**src/rtl/adt7320_pkg.sv**
```systemverilog
// rtl/adt7320_pkg.sv - register map, defaults and FSM encoding shared by emulator, master and benches
package adt7320_pkg;

    localparam logic [2:0] ADDR_STATUS = 3'd0;
    localparam logic [2:0] ADDR_CONFIG = 3'd1;
    localparam logic [2:0] ADDR_TEMP   = 3'd2;
    localparam logic [2:0] ADDR_ID     = 3'd3;
    localparam logic [2:0] ADDR_T_CRIT = 3'd4;
    localparam logic [2:0] ADDR_T_HYST = 3'd5;
    localparam logic [2:0] ADDR_T_HIGH = 3'd6;
    localparam logic [2:0] ADDR_T_LOW  = 3'd7;

    localparam logic [7:0]  STATUS_DEFAULT = 8'h80;
    localparam logic [7:0]  CONFIG_DEFAULT = 8'h00;
    localparam logic [7:0]  ID_DEFAULT     = 8'hC3;
    localparam logic [15:0] T_CRIT_DEFAULT = 16'h4980;
    localparam logic [7:0]  T_HYST_DEFAULT = 8'h05;
    localparam logic [15:0] T_HIGH_DEFAULT = 16'h2000;
    localparam logic [15:0] T_LOW_DEFAULT  = 16'h0500;

    typedef enum logic [2:0] {
        ST_IDLE    = 3'd0,
        ST_CMD     = 3'd1,
        ST_READ    = 3'd2,
        ST_WRITE   = 3'd3,
        ST_WAIT_CS = 3'd4
    } state_t;

    // 16-bit registers; everything else is an 8-bit register
    function automatic logic is_wide(input logic [2:0] addr);
        return (addr inside {ADDR_TEMP, ADDR_T_CRIT, ADDR_T_HIGH, ADDR_T_LOW});
    endfunction

    // Registers a master may change; status, temperature and ID are read-only
    function automatic logic is_writable(input logic [2:0] addr);
        return (addr inside {ADDR_CONFIG, ADDR_T_CRIT, ADDR_T_HYST, ADDR_T_HIGH, ADDR_T_LOW});
    endfunction

endpackage

```
**src/rtl/sync_edge.sv**
```systemverilog
// rtl/sync_edge.sv - multi-flop synchronizer with rising/falling edge detect
module sync_edge #(
    parameter int STAGES = 2
) (
    input  logic clk,
    input  logic reset,
    input  logic d,
    output logic rise,
    output logic fall
);

    logic [STAGES-1:0] chain;
    logic              q_d;

    // Chain idles high so a released reset never looks like an edge on an idle-high line
    always_ff @(posedge clk or posedge reset) begin
        if (reset) begin
            chain <= '1;
            q_d   <= 1'b1;
        end else begin
            chain <= {chain[STAGES-2:0], d};
            q_d   <= chain[STAGES-1];
        end
    end

    assign rise = chain[STAGES-1] & ~q_d;
    assign fall = ~chain[STAGES-1] & q_d;

endmodule

```
**src/rtl/adt7320_emulator.sv**
```systemverilog
// rtl/adt7320_emulator.sv - SPI mode-3 slave emulating the ADT7320 register file
module adt7320_emulator
    import adt7320_pkg::*;
#(
    parameter logic [7:0] ID_VALUE    = ID_DEFAULT,
    parameter int         SYNC_STAGES = 2
) (
    input  logic        clk,
    input  logic        reset,
    input  logic        cs,
    input  logic        sclk,
    input  logic        din,
    output logic        dout,
    input  logic [15:0] temp_in,
    output logic [7:0]  cfg,
    output logic        wr_strobe,
    output logic [2:0]  wr_addr
);

    logic [SYNC_STAGES-1:0] cs_sync;
    logic [SYNC_STAGES-1:0] din_sync;
    logic [SYNC_STAGES-1:0] flush;
    logic                   cs_s;
    logic                   din_s;
    logic                   flush_done;
    logic                   cs_prev;
    logic                   cs_fall;
    logic                   sclk_rise;
    logic                   sclk_fall;

    state_t      state;
    logic [4:0]  bit_cnt;
    logic [5:0]  cmd_sr;
    logic [2:0]  addr;
    logic [15:0] shift_reg;
    logic [14:0] wdata;
    logic [15:0] wdata_next;
    logic [2:0]  cmd_addr;
    logic        cmd_rd;
    logic [15:0] read_word;
    logic [4:0]  last_idx;
    logic        commit_pend;

    logic [7:0]  cfg_reg;
    logic [15:0] t_crit;
    logic [7:0]  t_hyst;
    logic [15:0] t_high;
    logic [15:0] t_low;

    sync_edge #(.STAGES(SYNC_STAGES)) u_sclk_edge (
        .clk   (clk),
        .reset (reset),
        .d     (sclk),
        .rise  (sclk_rise),
        .fall  (sclk_fall)
    );

    // Plain synchronizers for cs and din; flush marks when cs_sync holds real samples
    always_ff @(posedge clk or posedge reset) begin
        if (reset) begin
            cs_sync  <= '1;
            din_sync <= '1;
            flush    <= '0;
        end else begin
            cs_sync  <= {cs_sync[SYNC_STAGES-2:0], cs};
            din_sync <= {din_sync[SYNC_STAGES-2:0], din};
            flush    <= {flush[SYNC_STAGES-2:0], 1'b1};
        end
    end

    assign cs_s       = cs_sync[SYNC_STAGES-1];
    assign din_s      = din_sync[SYNC_STAGES-1];
    assign flush_done = flush[SYNC_STAGES-1];
    // cs_prev only arms on a genuinely observed high, so cs held low across reset is no edge
    assign cs_fall    = cs_prev & ~cs_s;

    // After seven command bits cmd_sr holds cmd[6:1]; the eighth bit is not needed
    assign cmd_rd     = cmd_sr[5];
    assign cmd_addr   = cmd_sr[4:2];
    assign wdata_next = {wdata, din_s};
    assign last_idx   = is_wide(addr) ? 5'd15 : 5'd7;
    assign cfg        = cfg_reg;

    // Read data selection; 8-bit registers are left-justified in the 16-bit frame
    always_comb begin
        read_word = 16'hFFFF;
        case (cmd_addr)
            ADDR_STATUS: read_word = {STATUS_DEFAULT, 8'h00};
            ADDR_CONFIG: read_word = {cfg_reg, 8'h00};
            ADDR_TEMP:   read_word = temp_in;
            ADDR_ID:     read_word = {ID_VALUE, 8'h00};
            ADDR_T_CRIT: read_word = t_crit;
            ADDR_T_HYST: read_word = {t_hyst, 8'h00};
            ADDR_T_HIGH: read_word = t_high;
            ADDR_T_LOW:  read_word = t_low;
            default:     read_word = 16'hFFFF;
        endcase
    end

    // Transfer FSM, register file and write-commit reporting
    always_ff @(posedge clk or posedge reset) begin
        if (reset) begin
            state       <= ST_IDLE;
            bit_cnt     <= 5'd0;
            cmd_sr      <= 6'd0;
            addr        <= 3'd0;
            shift_reg   <= 16'hFFFF;
            wdata       <= 15'd0;
            dout        <= 1'b1;
            cs_prev     <= 1'b0;
            commit_pend <= 1'b0;
            wr_strobe   <= 1'b0;
            wr_addr     <= 3'd0;
            cfg_reg     <= CONFIG_DEFAULT;
            t_crit      <= T_CRIT_DEFAULT;
            t_hyst      <= T_HYST_DEFAULT;
            t_high      <= T_HIGH_DEFAULT;
            t_low       <= T_LOW_DEFAULT;
        end else begin
            cs_prev     <= cs_s & flush_done;
            commit_pend <= 1'b0;
            wr_strobe   <= commit_pend;
            if (commit_pend) begin
                wr_addr <= addr;
            end

            if (cs_s && state != ST_IDLE) begin
                // Deselect aborts whatever is in flight; partial data is simply dropped
                state   <= ST_IDLE;
                bit_cnt <= 5'd0;
                dout    <= 1'b1;
            end else begin
                case (state)
                    ST_IDLE: begin
                        dout <= 1'b1;
                        if (cs_fall) begin
                            state   <= ST_CMD;
                            bit_cnt <= 5'd0;
                        end
                    end
                    ST_CMD: begin
                        if (sclk_rise) begin
                            cmd_sr <= {cmd_sr[4:0], din_s};
                            if (bit_cnt == 5'd7) begin
                                addr    <= cmd_addr;
                                bit_cnt <= 5'd0;
                                if (cmd_rd) begin
                                    state     <= ST_READ;
                                    shift_reg <= read_word;
                                end else begin
                                    state <= ST_WRITE;
                                end
                            end else begin
                                bit_cnt <= bit_cnt + 5'd1;
                            end
                        end
                    end
                    ST_READ: begin
                        if (sclk_fall) begin
                            dout      <= shift_reg[15];
                            shift_reg <= {shift_reg[14:0], 1'b0};
                        end
                        if (sclk_rise) begin
                            if (bit_cnt == 5'd15) begin
                                state   <= ST_WAIT_CS;
                                bit_cnt <= 5'd0;
                                dout    <= 1'b1;
                            end else begin
                                bit_cnt <= bit_cnt + 5'd1;
                            end
                        end
                    end
                    ST_WRITE: begin
                        if (sclk_rise) begin
                            wdata <= wdata_next[14:0];
                            if (bit_cnt == last_idx) begin
                                state   <= ST_WAIT_CS;
                                bit_cnt <= 5'd0;
                                if (is_writable(addr)) begin
                                    commit_pend <= 1'b1;
                                    case (addr)
                                        ADDR_CONFIG: cfg_reg <= wdata_next[7:0];
                                        ADDR_T_CRIT: t_crit  <= wdata_next;
                                        ADDR_T_HYST: t_hyst  <= wdata_next[7:0];
                                        ADDR_T_HIGH: t_high  <= wdata_next;
                                        ADDR_T_LOW:  t_low   <= wdata_next;
                                        default:     ;
                                    endcase
                                end
                            end else begin
                                bit_cnt <= bit_cnt + 5'd1;
                            end
                        end
                    end
                    ST_WAIT_CS: begin
                        dout <= 1'b1;
                    end
                    default: begin
                        state <= ST_IDLE;
                        dout  <= 1'b1;
                    end
                endcase
            end
        end
    end

endmodule

```
**config.mk**
```make
export PLATFORM = sky130hd
export DESIGN_NAME = adt7320_emulator
export DESIGN_NICKNAME = d
export VERILOG_FILES = /design/src/rtl/adt7320_pkg.sv /design/src/rtl/sync_edge.sv /design/src/rtl/adt7320_emulator.sv
export SDC_FILE = /design/constraint.sdc
export NUM_CORES = 1
export LEC_CHECK = 0
export CAP_MARGIN = 25
export CORE_UTILIZATION = 50
export CTS_BUF_LIST = sky130_fd_sc_hd__clkbuf_16
export DETAILED_ROUTE_END_ITERATION = 10
export GPL_TIMING_DRIVEN = 0
export PLACE_DENSITY_LB_ADDON = 0.08
export SETUP_SLACK_MARGIN = 0.02
export SYNTH_ARGS = -nofsm -noshare
export SYNTH_HDL_FRONTEND = slang
export SYNTH_SLANG_ARGS = --single-unit
```
**constraint.sdc**
```tcl
create_clock -name clk -period 4.6 [get_ports clk]
set_input_delay 0.92 -clock clk [delete_from_list [all_inputs] [get_ports clk]]
set_output_delay 0.92 -clock clk [all_outputs]
set_load 0.005 [all_outputs]
```
# Word-level counts from Yosys, hierarchy flattened
# Cells that the tools add are included.
# Widths: inputs -> output; s select.
# op_classes
add_sub_neg	1
n_eq_ne	33
muxes	36
bitwise_logic	8
reduce_logical	20
# ops
operator	n
$pmux 16 s8	1
$mux 16	4
$mux 5	8
$reduce_and 6->1	6
$pmux 16 s2	1
$eq 3x3->1 const B	9
$mux 3	8
$ne 3x3->1 const B	7
$pmux 5 s4	1
$eq 3x2->1 const B	5
$pmux 3 s5	1
$mux 1	10
$ne 2x2->1 const B	5
$reduce_bool 5->1	2
$eq 3x1->1 const B	3
$reduce_and 8->1	1
$logic_not 3->1	2
$reduce_and 3->1	2
$add 5x1->5 const B	1
$eq 5x3->1 const B	1
$eq 5x4->1	1
$eq 5x4->1 const B	1
$reduce_and 5->1	1
$and 1x1->1	4
10 further kinds	13
# totals
reg_bits	128
output_inout_bits	13

# Depth between registers and ports, before layout
# logic_depth
ltp_word	8
depth_mapped	9

# Cells and area by module
# A second synthesis with hierarchy kept.
# hier_totals
hier_cells	487
area_unflattened_um2	5995.8
# by_module_without_submodules
module	instances	cells_each	area_each_um2
adt7320_emulator	1	481	5898.2
sync_edge	1	6	97.6

# Worst setup path before layout
# OpenSTA, ideal clock, no wires.
# synth_path
path_type	register to register
from	register cs_sync[1]
to	register t_crit[0]
setup_time_ns	0.125
t_arrival_ns	2.081
t_required_ns	4.475
slack_ns	2.394
path_stages_with_launch	7
n_path_buf	2
synth_period_minus_slack_ns	2.206
cell_sequence	dfstp_2 > buf_2 > nor4b_4 > nand4_4 > nor4_4 > buf_6 > mux2_2
# synth_between
elab_chain_len	3
# synth_lines
item	line	rtl
from (decl)	adt7320_emulator.sv:20	logic [SYNC_STAGES-1:0] cs_sync;
from (signal assigned)	adt7320_emulator.sv:65	cs_sync <= {cs_sync[SYNC_STAGES-2:0], cs};
$logic_and 1x1->1	adt7320_emulator.sv:127	if (cs_s && state != ST_IDLE) begin
$not 1->1 (no source line)	-	
$reduce_and 6->1 (no source line)	-	
to (signal assigned)	adt7320_emulator.sv:183	ADDR_T_CRIT: t_crit <= wdata_next;
to (decl)	adt7320_emulator.sv:45	logic [15:0] t_crit;
# No other way between the ends.
# A chain may end at the register's enable or synchronous reset.

# Final worst setup path
# layout_path
from	register cs_sync[1]
to	register t_high[3]
# layout_between
elab_chain_len	3
# layout_lines
item	line	rtl
$logic_and 1x1->1	adt7320_emulator.sv:127	
$not 1->1 (no source line)	-	
$reduce_and 6->1 (no source line)	-	
to (signal assigned)	adt7320_emulator.sv:185	ADDR_T_HIGH: t_high <= wdata_next;
to (decl)	adt7320_emulator.sv:47	logic [15:0] t_high;
# No other way between the ends.

==> results.yml <==
clocking:
  cts_sinks: 128
  cts_root_buf: "clkbuf_16"
  clockBufferDepth: 2
  clk_pin_slew_worst_paths_ps: 60
  h-tree-depth: 4
  cts_setup_buffers: 0
  cts_buffers: 17
  cts_resized: 0
  cts_hold_buf: 0
  tritoncts: "yes"
  clk_latency_ps: 420
power_and_ir_drop:
  irDropWorstVdd_mv: 0.3400
  p_leak_nw: 3.175
  power_mw: 3.522
  p_per_area_nw_per_um2: 490.9
floorplan:
  dieArea_um2: 12360
  rows: 39
  ios: 34
  die_h_um: 111.2
  core_area_um2: 11520
  start_util_pct: 51.77
  die_w_um: 111.2
placed_design:
  portBuffers: 33
  place_congestion: 0.9154
  hpwl_mm: 9.463
worst_hold_path:
  hp-class: "register to register"
  hold_depth: 0
  hold_path_end: "din_sync[1]$_DFF_PP1_"
  hp-start: "din_sync[0]$_DFF_PP1_"
timing:
  setup_tns_ps: 0
  layout_min_cycle_time_ps: 2666
  final_hold_viol_count: 0
  finClkSkew_ps: 6.814
  min_period_over_period_pct: 57.95
  setup_viol: 0
  grt_setup_unrepaired: "false"
  worst_pin_slew_ps: 842.3
  slew_violations: 0
  slew_headroom_pct: 43.54
  clock.fmax_ghz: 0.3752
grt:
  antenna_found_initial: 0
  grt_max_degree: 83
  gr-total-overflow: 0
  grt_pass1_wl_mm: 23.03
  grt_pass1_vias: 4143
  grt_util_all_layers_pct: 25.00
yosys:
  synth_xor_area_share_pct: 0.1469
  synthTopCellsByArea: "dfrtp_1, mux2_2, dfstp_2"
  ys_seq_elements: 128
  synthCells: 482
  yosysTopAreaCell: "dfrtp_1"
  ys_async_sr_fraction_pct: 100.0
  synth_nets: 506
  ys.flop_type: "dfrtp_1"
  synthAdderAreaFrac_pct: 0.6296
  synth_compound_area_share_pct: 12.05
  synthDistinctLibCells: 53
  synth_edf_count: 0
  synth_top_family_by_area: "multiplexers"
  avgSynthCellArea_um2: 12.37
  synth.mux.area_fraction_pct: 20.48
  seq_area_frac_synth_pct: 54.42
  ys_warn_count: 0
  synth_area_um2: 5962
  yosysTopAreaCellShare_pct: 39.87
  synthSimpleGateAreaFrac_pct: 9.402
worst_setup_path:
  r2r_slack_ps: 1930
  r2r-end: "t_high[3]$_DFFE_PP0P_"
  crit_type: "register to register"
  critical_path.cell_chain: "buf_2 > nor4b_4 > nand4_4 > nor4_4 > buf_6 > mux2_2"
  worstPathRequired_ps: 4900
  cpLargestDelayFamily: "simple AND/OR/NAND/NOR gates"
  worstRegToRegCells: 6
  path_buf_inv: 2
  cp-start-kind: "register"
  cp-end-kind: "register"
  cp_slowest_cell: "nor4_4"
  cp_max_fo: 10
  cpPeakStageDelay_ps: 640
  r2r-start: "cs_sync[1]$_DFF_PP1_"
  worst_ep_arrival_time_ps: 2970
  path_depth: 6
cells_and_area:
  nFillCells: 935
  antenna_cells: 0
  synthToLayoutAreaGrowth_pct: 20.34
  drive_gt1_share_pct: 33.88
  final_nets: 560
drt:
  routedWlPerCell_um: 20.11
  vias_per_cell: 5.882
  num_vias: 4070
  drt_iter0_markers: 249
  drt-total-wl_mm: 13.91
  antenna_left: 0
  first_pass_iters: 5
  drc: 0
flow_run:
  maxCapViolations: 0
run_status:
  run_status: "finished, final reports clean"
final cells by class:
cell class	instances	area, µm²	area share, %
clock inverters	15	240.2	3.348
flip-flops and latches	128	3244	45.22
clock buffers	17	425.4	5.930
multi-input cells	315	2550	35.54
well taps	143	178.9	2.494
plain buffers	29	130.1	1.814
inverters	10	42.54	0.5930
repair buffers	35	362.8	5.058
cells in the mapped netlist, types with 5 or more instances:
cell / count
dfrtp_1: 95
a21oi_1: 5
mux2i_1: 5
a22oi_1: 27
nand2_1: 41
inv_1: 10
nor2_1: 8
dfstp_2: 33
o22ai_1: 7
nand3_1: 9
nor2b_1: 12
clkbuf_1: 20
o211ai_1: 8
o21ai_0: 31
mux2_2: 104
o221ai_1: 7
how the worst max path moves through the flow:
stage	startpoint	end	slack (ps)
final	cs_sync[1]$_DFF_PP1_	t_high[3]$_DFFE_PP0P_	1930
after global routing	cmd_sr[3]$_DFFE_PP0P_	shift_reg[15]$_DFFE_PP1P_	1790
after CTS	cs_sync[1]$_DFF_PP1_	t_high[3]$_DFFE_PP0P_	1940
after detailed placement	cs_sync[1]$_DFF_PP1_	t_high[3]$_DFFE_PP0P_	1940
after global placement	reset	t_high[4]$_DFFE_PP0P_	-1460
after floorplan	reset	addr[0]$_DFFE_PP0P_	320
per-stage QoR:
stage	cell area [µm²]	setup slack [ps]	std cells	hold slack [ps]	util [%]
after detailed placement	6509	1944	660	347.2	56.52
after global placement	6471	-1464	658	333.8	56.19
after floorplan	5962	322.0	482	331.2	-
after CTS	7174	1937	692	355.5	62.30
after global routing	7174	1789	692	356.5	62.30
final	7174	1934	692	355.3	62.30
cells by family after synthesis:
group,Yosys count
compound gates,105
simple gates,96
fa+ha+maj,3
buf+inv,39
flops,128
xor+xnor,1
mux,109
other cells,1
power breakdown:
group	switching [mW]	internal (mW)
sequential	0.0711	1.24
clock	0.502	1.01
combinational	0.447	0.247
total	1.02	2.50
placed cells by master, fill, tap and decap left out, types with 2 or more instances in the layout:
cell / Yosys / routed
or3_1: 3 / 3
nor2b_1: 12 / 12
a21oi_1: 5 / 5
mux2_2: 104 / 104
nand2b_1: 2 / 2
bufinv_16: 0 / 6
buf_2: 2 / 3
clkbuf_16: 0 / 17
inv_1: 10 / 9
a221o_1: 3 / 3
nand3_1: 9 / 9
mux2i_1: 5 / 5
clkinv_4: 0 / 2
clkinvlp_4: 0 / 2
o22ai_1: 7 / 7
o21bai_1: 2 / 2
clkbuf_1: 20 / 20
nand3b_1: 2 / 2
a22oi_1: 27 / 27
nor4_4: 2 / 2
o211ai_1: 8 / 8
dfstp_2: 33 / 33
a41oi_1: 2 / 2
o21a_1: 2 / 2
buf_1: 4 / 4
ha_1: 3 / 3
o221ai_1: 7 / 7
inv_6: 0 / 2
dfrtp_1: 95 / 95
clkinv_2: 0 / 3
o31ai_1: 3 / 3
nand4_1: 2 / 2
o21ai_0: 31 / 31
nor3b_1: 3 / 3
nand2_1: 41 / 41
nor2_1: 8 / 8
clkdlybuf4s50_1: 0 / 33
and2_1: 2 / 2
buf_6: 2 / 2
layer usage:
layer / part of all wire [%] / GRT usage [%] / vias to the layer above / routed length, µm
li1: - / - / 1887 / -
met1: 47 / 35.30 / 2074 / 6567
met2: 46 / 36.71 / 93 / 6414
met3: 5.2 / 7.490 / 16 / 724
met4: 1.5 / 8.378 / 0 / 207
met5: 0 / 0 / - / 0
No activity file was read; power rests on OpenSTA's default activity.
